<file path="src/rtl/muxnx2_pkg.sv">
// Shared constants for the muxnx2 registered 2:1 mux.
package muxnx2_pkg;
  localparam int MUXNX2_DEFAULT_M = 16;
  localparam logic MUXNX2_RST_BIT = 1'b0;
  localparam logic [MUXNX2_DEFAULT_M-1:0] MUXNX2_RST_VAL = '0;
endpackage

</file>
<file path="src/rtl/muxnx2_reg.sv">
// M-bit output register with asynchronous active-high reset to zero; one-cycle latency.
module muxnx2_reg
  import muxnx2_pkg::*;
#(
  parameter int M = MUXNX2_DEFAULT_M
) (
  input  logic         clk_i,
  input  logic         rst_i,
  input  logic [M-1:0] d_i,
  output logic [M-1:0] q_o
);

  logic [M-1:0] q_q;

  always_ff @(posedge clk_i or posedge rst_i) begin
    if (rst_i) begin
      q_q <= {M{MUXNX2_RST_BIT}};
    end else begin
      q_q <= d_i;
    end
  end

  assign q_o = q_q;

endmodule

</file>
<file path="src/rtl/muxnx2.sv">
// Registered 2:1 mux: out takes I1 when sel is 1, otherwise I0, one clock later.
// No handshake; a new value is accepted every cycle.
module muxnx2
  import muxnx2_pkg::*;
#(
  parameter int M = MUXNX2_DEFAULT_M
) (
  input  logic         muxnx2_port_clk,
  input  logic         muxnx2_port_rst,
  input  logic         muxnx2_port_sel,
  input  logic [M-1:0] muxnx2_port_I0,
  input  logic [M-1:0] muxnx2_port_I1,
  output logic [M-1:0] muxnx2_port_out
);

  logic [M-1:0] out_d;

  // Only an explicit 1 picks I1; any other select value (X/Z included) falls to I0.
  always_comb begin
    out_d = muxnx2_port_I0;
    if (muxnx2_port_sel == 1'b1) begin
      out_d = muxnx2_port_I1;
    end
  end

  muxnx2_reg #(
    .M(M)
  ) u_reg (
    .clk_i(muxnx2_port_clk),
    .rst_i(muxnx2_port_rst),
    .d_i  (out_d),
    .q_o  (muxnx2_port_out)
  );

endmodule

</file>
<file path="config.mk">
export PLATFORM = sky130hd
export DESIGN_NAME = muxnx2
export DESIGN_NICKNAME = d
export VERILOG_FILES = /design/src/rtl/muxnx2_pkg.sv /design/src/rtl/muxnx2_reg.sv /design/src/rtl/muxnx2.sv
export SDC_FILE = /design/constraint.sdc
export NUM_CORES = 1
export LEC_CHECK = 0
export ABC_CLOCK_PERIOD_IN_PS = 800
export BUFFER_PORTS_ARGS = -buffer_cell sky130_fd_sc_hd__buf_2
export CORE_UTILIZATION = 37
export CTS_CLUSTER_SIZE = 16
export DETAILED_ROUTE_END_ITERATION = 8
export MAX_ROUTING_LAYER = met4
export PLACE_DENSITY = 0.72
export SETUP_SLACK_MARGIN = 0.5
export SYNTH_ARGS = -nofsm -noshare
export SYNTH_HDL_FRONTEND = slang
export SYNTH_SLANG_ARGS = --single-unit
</file>
<file path="constraint.sdc">
create_clock -name muxnx2_port_clk -period 0.8 [get_ports muxnx2_port_clk]
set_input_delay 0.16 -clock muxnx2_port_clk [delete_from_list [all_inputs] [get_ports muxnx2_port_clk]]
set_output_delay 0.16 -clock muxnx2_port_clk [all_outputs]
set_load 0.05 [all_outputs]
</file>
==> results.json <==
{
  "ff_latch_area_sq_um": 408,
  "root_buffer": "clkbuf_4",
  "sw_frac_of_total": 0.297,
  "grt_max_degree": 17,
  "violations": "design-rule violations, negative hold slack, negative setup slack",
  "synth_xor_area_frac": 0,
  "worstSetupStartpointType": "flop",
  "p_total_mw": 2.08,
  "vias_per_cell": 4.74,
  "layout-drive-gt1-share": 0.889,
  "cp_slowest_cell": "dfrtp_2",
  "cp_num_buf_inv": 1,
  "tightestPinTransition_ns": 0.344,
  "p_int_mw": 1.46,
  "dr_total_vias": 502,
  "path_cells": "buf_6",
  "cts_max_level": 1,
  "io_buffers": 50,
  "setup_viol": 16,
  "timing.final.crit_share": 1.28,
  "clkPwrFrac": 0.249,
  "drc": 2,
  "final_common_cell": "buf_2",
  "synth_mux_area_frac": 0.333,
  "synth_nets": 70,
  "ys_types": 6,
  "holdWs_ns": -0.157,
  "die_y_microns": 44.0,
  "grt_pass1_vias": 571,
  "stdcell_area_sq_um": 1140,
  "critPathMaxStageDelay_ns": 0.43,
  "dr.first_iter.drc_count": 6,
  "multi_input_area_sq_um": 240,
  "wire_per_inst_microns": 16.1,
  "fmax_ghz": 0.978,
  "gr-usage-all-layers": 0.210,
  "max-slew-margin-rel": 0.770,
  "die_w_microns": 44.0,
  "final_util": 0.723,
  "drtPass1Iterations": 6,
  "post-route-min-period_ns": 1.02,
  "antenna_cells": 0,
  "overflow": 0,
  "cts_buffers": 3,
  "ys_warn_count": 0,
  "synth_top_family_by_area": "multiplexers",
  "ys_seq_area_frac": 0.613,
  "syn_avg_cell_area_sq_um": 18.7,
  "synthCells": 35,
  "hold_violations": 16,
  "drtAntennaViolNets": 0,
  "critPathMaxFanout": 1,
  "grt_first_pass_wirelength_mm": 2.61,
  "power.leakage_nw": 0.599,
  "switchingPower_mw": 0.615,
  "p_comb_frac": 0.314,
  "cp-end-kind": "primary output",
  "power_frac_seq": 0.437,
  "core_sq_um": 1580,
  "powerDensity_nw_per_um2": 1820,
  "syn_to_final_growth_pct": 74.5,
  "cts_sinks": 16,
  "final_cell_mix": "buf_2, mux2_4, buf_6",
  "critPathKind": "reg2out",
  "fin_nets": 126,
  "worst_ir_drop_vdd_mv": 0.930,
  "worstPathArrival_ns": 0.86,
  "required_ns": 0.64,
  "critPathLaunch": "u_reg.q_o[2]$_DFF_PP0_",
  "finalSetupTns_ns": -3.03,
  "slew_viol_final": 0,
  "dp_cells": 101,
  "antenna_found_initial": 0,
  "clk_path_buf_depth": 2,
  "syn_area_sq_um": 653,
  "rows": 14,
  "synth_compound_area_frac": 0,
  "ioPinCount": 51,
  "start_util": 0.414,
  "synth-seq-cells": 16,
  "drt-total-wl_mm": 1.71,
  "dpl_worst_slack_ns": -0.0896,
  "stdcell_count": 106,
  "largest_reg_flops": 16,
  "fin_ws_ns": -0.222,
  "cp_top_family": "flip-flops",
  "fillers": 113,
  "hp-class": "in2async",
  "yosys.area_share.simple": 0,
  "outcome": "finished, violations left",
  "cts_tree": "done",
  "die-area_sq_um": 1940,
  "synth_fa_ha_area_frac": 0,
  "gp_congestion": 0.714,
  "placed_cell_area_sq_um": 935,
  "maxCapViolations": 0,
  "rsz0062_at_grt": "true",
  "path_clk_slew_ns": 0.09
}
==> path summary, 6_finish.rpt <==
kind	endpoint	slack [ns]	cells after the start
max	muxnx2_port_out[2]	-0.22	1
min	u_reg.q_o[12]$_DFF_PP0_	-0.16	2
max in group asynchronous	u_reg.q_o[1]$_DFF_PP0_	0.72	2
min in group muxnx2_port_clk	u_reg.q_o[11]$_DFF_PP0_	0.10	2
==> cells in the mapped netlist <==
library cell	count	area [sq um]
dfrtp_1	16	400
mux2_2	6	67.6
inv_1	1	3.75
buf_12	1	20.0
buf_6	1	11.3
mux2_4	10	150
==> final cells by class <==
class	instances	area share
Timing Repair Buffer	53	0.375
Sequential cell	16	0.358
Multi-Input combinational cell	16	0.211
Clock buffer	4	0.0318
Tap cell	16	0.0176
Inverter	1	0.00659
==> power by group through the flow <==
stage / clock network (mW) / registers [mW] / logic (mW)
after global placement: 0 / 0.903 / 0.515
after floorplan: 0 / 1.13 / 0.142
after CTS: 0.537 / 0.902 / 0.644
final: 0.516 / 0.908 / 0.651
after detailed placement: 0 / 0.901 / 0.522
after global routing: 0.580 / 0.913 / 0.678
==> what timing repair did <==
action,CTS,global route
buffers inserted,0,0
endpoints found under the hold margin,16,16
gates cloned,1,0
pin swaps,0,0
endpoints found under the setup margin,32,32
gates resized for setup,44,0
==> metal layers <==
layer	global-route usage	wire, microns	vias to the layer above
met4	0.133	58	0
met2	0.385	991	31
met3	0.0408	105	8
met1	0.195	550	230
li1	-	-	233
met5	-	0	-
==> logic make-up after synthesis <==
kind of cell	Yosys count
buffers and inverters	3
DFF	16
muxes	16
Note: power is estimated with default switching activity, not from simulation.
